==> config.mk <==
export PLATFORM = sky130hd
export DESIGN_NAME = library_point_extract
export DESIGN_NICKNAME = d
export VERILOG_FILES = /design/src/rtl/library_point_extract.sv
export SDC_FILE = /design/constraint.sdc
export NUM_CORES = 1
export LEC_CHECK = 0
export BUFFER_PORTS_ARGS = -buffer_cell sky130_fd_sc_hd__buf_4
export CORE_UTILIZATION = 55
export CTS_BUF_LIST = sky130_fd_sc_hd__clkbuf_8
export DETAILED_ROUTE_END_ITERATION = 7
export PLACE_DENSITY = 0.8
export SETUP_SLACK_MARGIN = 0.4
export SLEW_MARGIN = 10
export SYNTH_ARGS = -nofsm -noshare
export SYNTH_HDL_FRONTEND = slang
export SYNTH_SLANG_ARGS = --single-unit
==> constraint.sdc <==
create_clock -name i_clk -period 2 [get_ports i_clk]
set_clock_uncertainty 0.2 [all_clocks]
set_input_delay 0.2 -clock i_clk [delete_from_list [all_inputs] [get_ports i_clk]]
set_output_delay 0.2 -clock i_clk [all_outputs]
set_load 0.005 [all_outputs]
==> src/rtl/library_point_extract.sv <==
// -----------------------------------------------------------------------------
// library_point_extract
//
// Raster point extractor feeding the library store stage. Scans one 32x32
// frame of 8-bit pixels (row-major, x fastest) and reports the (x,y) of every
// pixel at or above THRESH. The outputs follow the start/valid/deny protocol
// that the store consumes. Each frame ends with a single commit cycle, where
// deny is low, so that the store closes the entry.
//
// The block also mirrors the store's entry slot pointer (0..LIB_DEPTH-1,
// wrapping). It counts committed entries so that a new frame is refused once
// the library is full.
//
// Ports
//   i_clk          clock, all logic on the rising edge
//   i_rst          synchronous active-high reset
//   i_frame_start  request a new frame scan (honoured only when idle)
//   i_pix_valid    i_pix carries the next raster pixel
//   i_pix          pixel intensity
//   i_lib_clear    clears the committed-entry count and the full flag
//   o_start        one-cycle pulse that starts the store
//   o_valid        o_x/o_y hold a point
//   o_x, o_y       point coordinates (0 when o_valid is low)
//   o_deny         high keeps the entry open; low only in the commit cycle
//   o_busy         a frame is in progress
//   o_entry_idx    slot that the current/next frame is written to
//   o_lib_full     LIB_DEPTH entries committed since reset/clear
//   o_reject       one-cycle pulse: a frame start was refused (library full)
// -----------------------------------------------------------------------------
module library_point_extract #(
  parameter logic [7:0] THRESH    = 8'd128,
  parameter int         LIB_DEPTH = 26
) (
  input  logic       i_clk,
  input  logic       i_rst,
  input  logic       i_frame_start,
  input  logic       i_pix_valid,
  input  logic [7:0] i_pix,
  input  logic       i_lib_clear,
  output logic       o_start,
  output logic       o_valid,
  output logic [4:0] o_x,
  output logic [4:0] o_y,
  output logic       o_deny,
  output logic       o_busy,
  output logic [4:0] o_entry_idx,
  output logic       o_lib_full,
  output logic       o_reject
);

  localparam int              CW       = $clog2(LIB_DEPTH + 1);
  localparam logic [4:0]      IDX_LAST = 5'(LIB_DEPTH - 1);
  localparam logic [CW-1:0]   CNT_FULL = CW'(LIB_DEPTH);

  typedef enum logic [1:0] {
    S_IDLE,
    S_SCAN,
    S_FLUSH,
    S_COMMIT
  } state_t;

  state_t        state_q, state_d;
  logic [4:0]    x_q, x_d;
  logic [4:0]    y_q, y_d;
  logic [CW-1:0] count_q, count_d;
  logic          start_q, start_d;
  logic          valid_q, valid_d;
  logic [4:0]    ox_q, ox_d;
  logic [4:0]    oy_q, oy_d;
  logic          deny_q, deny_d;
  logic          busy_q, busy_d;
  logic [4:0]    idx_q, idx_d;
  logic          full_q, full_d;
  logic          reject_q, reject_d;

  always_comb begin
    state_d  = state_q;
    x_d      = x_q;
    y_d      = y_q;
    count_d  = count_q;
    idx_d    = idx_q;
    full_d   = full_q;
    start_d  = 1'b0;
    valid_d  = 1'b0;
    ox_d     = 5'd0;
    oy_d     = 5'd0;
    deny_d   = 1'b1;
    reject_d = 1'b0;

    case (state_q)
      S_IDLE: begin
        if (i_frame_start) begin
          if (full_q) begin
            reject_d = 1'b1;
          end else begin
            state_d = S_SCAN;
            start_d = 1'b1;
            x_d     = 5'd0;
            y_d     = 5'd0;
          end
        end
      end

      S_SCAN: begin
        if (i_pix_valid) begin
          if (i_pix >= THRESH) begin
            valid_d = 1'b1;
            ox_d    = x_q;
            oy_d    = y_q;
          end
          // The 5-bit column counter wraps 31 -> 0 on its own.
          x_d = x_q + 5'd1;
          if (x_q == 5'd31) begin
            y_d = y_q + 5'd1;
            if (y_q == 5'd31) begin
              state_d = S_FLUSH;
            end
          end
        end
      end

      // The flush cycle presents the last pixel's result. It only needs to
      // schedule the commit cycle, where deny drops.
      S_FLUSH: begin
        state_d = S_COMMIT;
        deny_d  = 1'b0;
      end

      S_COMMIT: begin
        state_d = S_IDLE;
        idx_d   = (idx_q == IDX_LAST) ? 5'd0 : idx_q + 5'd1;
        count_d = count_q + CW'(1);
        full_d  = ((count_q + CW'(1)) == CNT_FULL);
      end

      default: begin
        state_d = S_IDLE;
      end
    endcase

    // A clear overrides any commit in the same cycle. The slot pointer is left
    // alone because the store's own pointer does not reset.
    if (i_lib_clear) begin
      count_d = '0;
      full_d  = 1'b0;
    end

    busy_d = (state_d != S_IDLE);
  end

  always_ff @(posedge i_clk) begin
    if (i_rst) begin
      state_q  <= S_IDLE;
      x_q      <= 5'd0;
      y_q      <= 5'd0;
      count_q  <= '0;
      start_q  <= 1'b0;
      valid_q  <= 1'b0;
      ox_q     <= 5'd0;
      oy_q     <= 5'd0;
      deny_q   <= 1'b1;
      busy_q   <= 1'b0;
      idx_q    <= 5'd0;
      full_q   <= 1'b0;
      reject_q <= 1'b0;
    end else begin
      state_q  <= state_d;
      x_q      <= x_d;
      y_q      <= y_d;
      count_q  <= count_d;
      start_q  <= start_d;
      valid_q  <= valid_d;
      ox_q     <= ox_d;
      oy_q     <= oy_d;
      deny_q   <= deny_d;
      busy_q   <= busy_d;
      idx_q    <= idx_d;
      full_q   <= full_d;
      reject_q <= reject_d;
    end
  end

  assign o_start     = start_q;
  assign o_valid     = valid_q;
  assign o_x         = ox_q;
  assign o_y         = oy_q;
  assign o_deny      = deny_q;
  assign o_busy      = busy_q;
  assign o_entry_idx = idx_q;
  assign o_lib_full  = full_q;
  assign o_reject    = reject_q;

endmodule

After elaboration in Yosys (flattened, before gate mapping)
Index checks and enable logic that the tools add are counted.
{"block": "op_classes", "reduce_logical": 9, "add_sub_neg": 4, "bitwise": 5, "n_eq_ne": 11, "mux": 18, "magnitude_cmp": 1}
{"operator": "5-bit two-way mux", "n": 6}
{"operator": "5-bit by 1-bit adder with 5-bit output, second input constant", "n": 4}
{"operator": "5-bit == test, second input constant", "n": 4}
{"operator": "5-bit case mux with 2 select lines", "n": 2}
{"operator": "2-bit two-way mux", "n": 5}
{"operator": "8-bit >= comparator, second input constant", "n": 1}
{"operator": "2-bit inequality test, second input constant", "n": 4}
{"operator": "2-bit case mux with 4 select lines", "n": 1}
{"operator": "3-bit OR reduction", "n": 2}
{"operator": "1-bit NOT", "n": 5}
{"operator": "5-bit AND reduction", "n": 1}
{"operator": "2-bit == test, second input constant", "n": 2}
{"operator": "1-bit two-way mux", "n": 4}
{"operator": "4-bit AND reduction", "n": 1}
{"operator": "2-bit nonzero test", "n": 2}
{"operator": "4-bit OR reduction", "n": 1}
{"operator": "2-bit by 1-bit == test with 1-bit output, second input constant", "n": 1}
{"operator": "2-bit logical NOT", "n": 1}
{"operator": "2-bit OR reduction", "n": 1}
{"block": "word_totals", "wordCells": 61, "ff_bits": 38, "output_inout_bits": 21}

Longest topological paths before layout
Gate-level depths: netlist (run 1).
{"block": "depth", "depth_word": 6, "ltp_mapped": 7, "mapped_depth_nobuf": 7}

Worst setup path after synthesis (run 1)
No wires, ideal clock.
{"block": "synth_timing", "path_type": "register to register", "start": "register x_q[0]", "end": "register y_q[1]", "period_less_slack_ns": 1.773, "path_stages_with_launch": 8, "setup_ns": 0.127, "arrival_ns": 1.446, "setup_slack_ns": 0.227, "path_cell_list": "dfxtp_1 ha_1 and3_1 ha_1 nand3_1 a21oi_2 mux2i_1 nor2_1"}
{"block": "synth_between", "elab_chain_cells": 3}
{"element": "start, declared", "line": "63", "rtl": "logic [4:0] x_q, x_d;"}
{"element": "start signal, assigned", "line": "154", "rtl": "x_q <= 5'd0;"}
{"element": "start signal, assigned", "line": "168", "rtl": "x_q <= x_d;"}
{"element": "5-bit == test", "line": "113", "rtl": "if (x_q == 5'd31) begin"}
{"element": "2-bit inequality test (no line)"}
{"element": "5-bit AND reduction (no line)"}
{"element": "end signal, assigned", "line": "169", "rtl": "y_q <= y_d;"}
{"element": "end, declared", "line": "64", "rtl": "logic [4:0] y_q, y_d;"}
No other way between the ends.
A chain may end at the register's enable or synchronous reset.

Final worst setup path (run 1)
{"block": "layout_timing", "start": "register x_q[0]", "end": "register y_q[3]"}
Same word-level chain as after synthesis.

==> flow_summary.ini, run 1 <==
[run_status]
outcome = finished clean

[die]
ios = 34
dieArea_mm2 = 0.00312
die_w_um = 55.9
coreArea_mm2 = 0.00276
num_rows = 19
initial_core_util_pct = 57.8
dieHeight_um = 55.9

[timing]
max_slew_margin_pct = 80.6
tightest_slew_ps = 289
maxSlewViolCount = 0
setup-violations-final = 0
hold_viol = 0
grt_setup_unrepaired = yes
finalCriticalPeriod_ps = 1650
finalCritPeriodShare_pct = 82.5
setup_tns_ps = 0
fmax_ghz = 0.606

[setup_path]
required_ps = 1970
crit_path_end_kind = flip-flop
cp.arrival_ps = 1620
setup.worst_path.start_class = flip-flop
critPathKind = reg2reg
critPathMaxFanout = 3

[yosys]
yosysSeqAreaShare_pct = 47.7
syn_area_per_cell_um2 = 9.61
synth_edf_count = 0
ys_types = 33
synthCells = 166
synth_top_flop_cell = dfxtp_1
yosys.area.top_type_share_pct = 47.7
synth_warnings = 0
yosysTopAreaCell = dfxtp_1
syn_area_mm2 = 0.00160
synthTopCellsByArea = dfxtp_1 48%, ha_1 6.3%, nor2_1 5.2%
ys_ff_latch = 38
async_reset_ff_share_pct = 0
synthesis.nets = 187

[detailed_routing]
wirelength_um = 3090
wl_per_cell_um = 13.2
drc_errors = 0
drt_pass1_iterations = 4
antenna_left = 0
num_vias = 1247
vias_per_cell = 5.33
drt-initial-drc-count = 27

[flow_run]
maxCapViolCount = 0

[clocking]
insertion_delay_ps = 280
htreeDepth = 2
cts_buffer_depth = 2
path_clk_slew_ps = 60
cts_tree = built
cts_buffers = 5
cts.sinks = 38
root_buffer = clkbuf_8

[global_routing]
antenna_found_initial = 0
grt_start_max_net_pins = 15
grt_pass1_wl_um = 5040
grt_pass1_vias = 1179
grtUsageTotal_pct = 21.2
grt_overflow = 0

[pwr]
power.density_mw_per_mm2 = 667
p_leak_nw = 0.865
peakVddDrop_mv = 0.678

[placement]
gp_congestion = 0.811
hpwl_um = 2070
io_buffers = 26
postPlaceCellArea_mm2 = 0.00186

[final_layout]
postLayoutCellArea_mm2 = 0.00204
syn2layout_area_growth_pct = 28.0
drive_gt1_share_pct = 29.6
diodes = 0
final_nets = 223

[min_path]
hold_path_class = in2reg
==> state kept, by name, indices dropped and copies added, names as in the netlist <==
signal,count
o_start,1
y_q,5
o_deny,1
o_entry_idx,5
o_reject,1
o_busy,1
state_q,2
o_x,5
count_q,5
o_lib_full,1
o_y,5
o_valid,1
x_q,5
==> timing repair <==
item,in CTS,in global routing
hold buffers,1,0
setup buffers,4,3
hold endpoints to repair,5,0
pin swaps,4,8
setup endpoints to repair,16,10
resized for setup,6,4
==> layout by cell type, fill, tap and decap left out, drive strengths merged, types with 2 or more instances in the layout <==
| master | n |
|---|---|
| a21o | 2 |
| a41o | 2 |
| nand2b | 2 |
| a21oi | 6 |
| o21ai | 2 |
| clkbuf | 6 |
| nor2b | 3 |
| a211oi | 6 |
| nand2 | 11 |
| inv | 4 |
| mux2i | 2 |
| nand4 | 4 |
| and2 | 13 |
| nand3 | 8 |
| and3 | 2 |
| nor2 | 22 |
| xnor2 | 7 |
| xor2 | 8 |
| dfxtp | 38 |
| buf | 36 |
| ha | 8 |
==> critical path, stage by stage, from the launching register on <==
cell      delay, ps
dfxtp_4         360
ha_4            130
and3_4          190
ha_4            140
nand3_4         100
a211oi_2        210
xnor2_1         150
nor2_1           60
==> worst paths after layout <==
check             end  slack (ps)  cells after the start     startpoint
max reg2reg    y_q[3]         350                      7         x_q[0]
max            y_q[3]         350                      7         x_q[0]
min          o_reject          40                      2  i_frame_start
min reg2reg    o_y[4]         310                      1         y_q[4]
==> where the power goes <==
group,internal [mW],switching (mW),total (mW)
sequential,0.759,0.00444,0.764
combinational,0.0411,0.0464,0.0875
clock,0.272,0.239,0.511
==> cell type report <==
type	instances	area, um^2
tap	31	38.8
multi-input combinational	116	831
sequential	38	777
timing repair buffer	38	293
inverter	3	11.3
clock buffer	6	82.6
fill	213	716
clock inverter	2	8.76
==> routing by layer <==
| metal | part of all wire, % | global-route usage [%] |
|---|---|---|
| met1 | 42 | 22.8 |
| met4 | 1.6 | 11.8 |
| met3 | 2.8 | 5.12 |
| met2 | 54 | 37.9 |
| met5 | 0 | 0 |
==> synth_stat cells (3+ instances only) <==
cell / count
nand2_1: 11
nand3_1: 8
xor2_1: 8
a21oi_1: 4
a211oi_2: 3
nor2_1: 22
xnor2_1: 7
dfxtp_1: 38
nand4_1: 4
buf_2: 4
a211oi_1: 3
nor2b_1: 3
ha_1: 8
clkbuf_1: 3
and2_1: 11
inv_1: 3
==> cells by family (layout without fill, tap and decap cells) <==
| logic type | after synthesis | in the layout | share of synthesized area [%] |
|---|---|---|---|
| AND/OR/NAND/NOR | 71 | 71 | 22.7 |
| adder cells (fa/ha/maj) | 8 | 8 | 6.27 |
| buffers and inverters | 12 | 49 | 4.08 |
| multiplexers | 2 | 2 | 1.25 |
| flip-flops | 38 | 38 | 47.7 |
| AO/OA/AOI/OAI | 20 | 20 | 9.80 |
| XOR/XNOR | 15 | 15 | 8.24 |
==> metrics by stage <==
stage | total power, mW | cells | hold slack [ps] | util [%] | setup slack, ps
6_report | 1.36 | 234 | 35.6 | 74.0 | 350
3_5_place_dp | 0.856 | 218 | 269 | 67.4 | 254
2_1_floorplan | 0.837 | 166 | 158 | - | 378
5_1_grt | 1.42 | 234 | 39.7 | 74.0 | 287
3_3_place_gp | 0.854 | 218 | 266 | 67.4 | 278
4_1_cts | 1.37 | 231 | 24.4 | 72.5 | 314
(Power assumes the default switching activity.)
==> run 2, diff against run 1 <==
- clock period: 2 -> 1.6 ns (I/O delays scaled with it)
==> run 2 against run 1 <==
The run now ends with negative setup slack left; via count up 26%; sequential power up 25%; die area unchanged; wire length rose by 87%; sequential cell count is the same; clock power up 35%; combinational power rose by 120%; maximum frequency is 6.2% lower; register-to-register slack lost 510 ps; utilization up 18 points.
==> flow_summary.ini, run 2 (synthesis gave the netlist of run 1 again) <==
[global_routing]
grtUsageTotal_pct = 29.5
grt.busiest_layer = met2
antenna_found_initial = 0
grt_util_met1_pct = 29.7
grt_pass1_vias = 1424
grt_start_max_net_pins = 14
grt_overflow = 0
grtUsageMet3_pct = 9.77
grt_pass1_wl_um = 6840
use_met2_pct = 54.4

[placement]
gp_congestion = 0.784
post-place-ws_ps = -54.9
hpwl_um = 2260
io_buffers = 26

[detailed_routing]
drc_errors = 0
drt-initial-drc-count = 89
vias_per_cell = 5.98
drt_pass1_iterations = 5
num_vias = 1566
antenna_left = 0
wirelength_um = 5780
wl_per_cell_um = 22.0

[setup_path]
critPathMaxFanout = 3
crit_path_end_kind = flip-flop
cp_cell_sequence = ha_4 -> and3_4 -> ha_4 -> nand3_4 -> a21oi_4 -> mux2i_1 -> nor2_1
r2r_slack_ps = -160
crit_top_cell = ha_4
crit_path_top_delay_cell = dfxtp_2
required_ps = 1570
cp_top_family = flip-flops
critPathKind = reg2reg
max_stage_delay_ps = 370
worst-path-buf-inv = 0
cp.arrival_ps = 1730
setup.worst_path.start_class = flip-flop

[pwr]
power.density_mw_per_mm2 = 722
p_leak_nw = 1.05
pwr-share-comb_pct = 10.5
power_frac_seq_pct = 51.9
p_sw_mw = 0.456
peakVddDrop_mv = 0.834
clkPwrFrac_pct = 37.6
p_int_mw = 1.38
swShare_pct = 24.8

[timing]
finalCriticalPeriod_ps = 1760
grt_setup_unrepaired = yes
max_slew_margin_pct = 74.6
tightest_slew_ps = 380
maxSlewViolCount = 0
setup_slack_ps = -160
finalCritPeriodShare_pct = 110
setup-violations-final = 7
fmax_ghz = 0.568
hold_viol = 0

[clocking]
cts_buffer_depth = 2
path_clk_slew_ps = 80
cts_tree = built
root_buffer = clkbuf_8
cts.sinks = 38
htreeDepth = 2
insertion_delay_ps = 300
cts_buffers = 5

[die]
dieArea_mm2 = 0.00312
num_rows = 19
coreArea_mm2 = 0.00276
initial_core_util_pct = 57.8
dieHeight_um = 55.9
die_w_um = 55.9
ios = 34

[final_layout]
fin_util_pct = 92.2
final_nets = 251
drive_gt1_share_pct = 56.3
final_common_cell = buf_4
diodes = 0
syn2layout_area_growth_pct = 59.4
final_cell_mix = 47 x buf_4, 25 x dfxtp_1, 18 x nor2_1

[min_path]
hold_path_class = in2reg

[flow_run]
maxCapViolCount = 0

[run_status]
violations = negative setup slack
outcome = finished, violations left
## run 2: cell types whose count changed in the layout (fill, tap and decap cells not counted), moves of 7 or more
cell     delta
buf_4      +11
buf_6      +12
and2_4      +8
and2_1      -7
dfxtp_2     +9
dfxtp_1     -8
## run 2: power by group through the flow
stage | clock [mW] | combinational [mW] | sequential, mW
6_report | 0.691 | 0.192 | 0.954
3_5_place_dp | 0 | 0.101 | 0.978
2_1_floorplan | 0 | 0.0699 | 0.979
3_3_place_gp | 0 | 0.0979 | 0.978
5_1_grt | 0.726 | 0.197 | 0.954
4_1_cts | 0.669 | 0.142 | 0.952
## run 2: worst register-to-register path: stages, from the launching register on
cell and delay [ps]:
dfxtp_2 370, ha_4 140, and3_4 180, ha_4 150, nand3_4 100, a21oi_4 170, mux2i_1 240, nor2_1 80
## run 2: area by class of cell
class / instances / area (um^2)
Clock inverter: 2 / 8.76
Multi-Input combinational cell: 116 / 1020
Fill cell: 91 / 215
Timing Repair Buffer: 66 / 596
Tap cell: 31 / 38.8
Inverter: 3 / 11.3
Clock buffer: 6 / 82.6
Sequential cell: 38 / 785
## run 2: path summary, 6_finish.rpt
kind,start,end,cells after the start
max,x_q[0],y_q[1],7
max reg2reg,x_q[0],y_q[1],7
min,i_rst,o_entry_idx[0],3
min reg2reg,y_q[3],o_y[3],1
## run 2: stage by stage
stage | std cells | hold WS, ps | setup TNS (ps) | total power [mW] | instance area [um^2]
final | 262 | 6.81 | -588 | 1.84 | 2540
after global routing | 262 | 13.3 | -911 | 1.88 | 2540
after global placement | 226 | 227 | -91.3 | 1.08 | 2000
after detailed placement | 226 | 232 | -232 | 1.08 | 2000
after CTS | 255 | -71.7 | -231 | 1.76 | 2380
after floorplan | 166 | 112 | -106 | 1.05 | 1740
## run 2: repair_timing
item | CTS | global route
pin swaps | 32 | 26
resized for setup | 35 | 27
setup endpoints to repair | 38 | 39
gates cloned | 1 | 1
hold buffers | 1 | 2
setup buffers | 19 | 4
endpoints found under the hold margin | 9 | 7
## run 2: routing by layer
| layer | vias up | part of all wire, % |
|---|---|---|
| met1 | 768 | 37 |
| met3 | 35 | 4.9 |
| met5 | - | 0 |
| li1 | 684 | - |
| met4 | 0 | 6.0 |
| met2 | 79 | 52 |
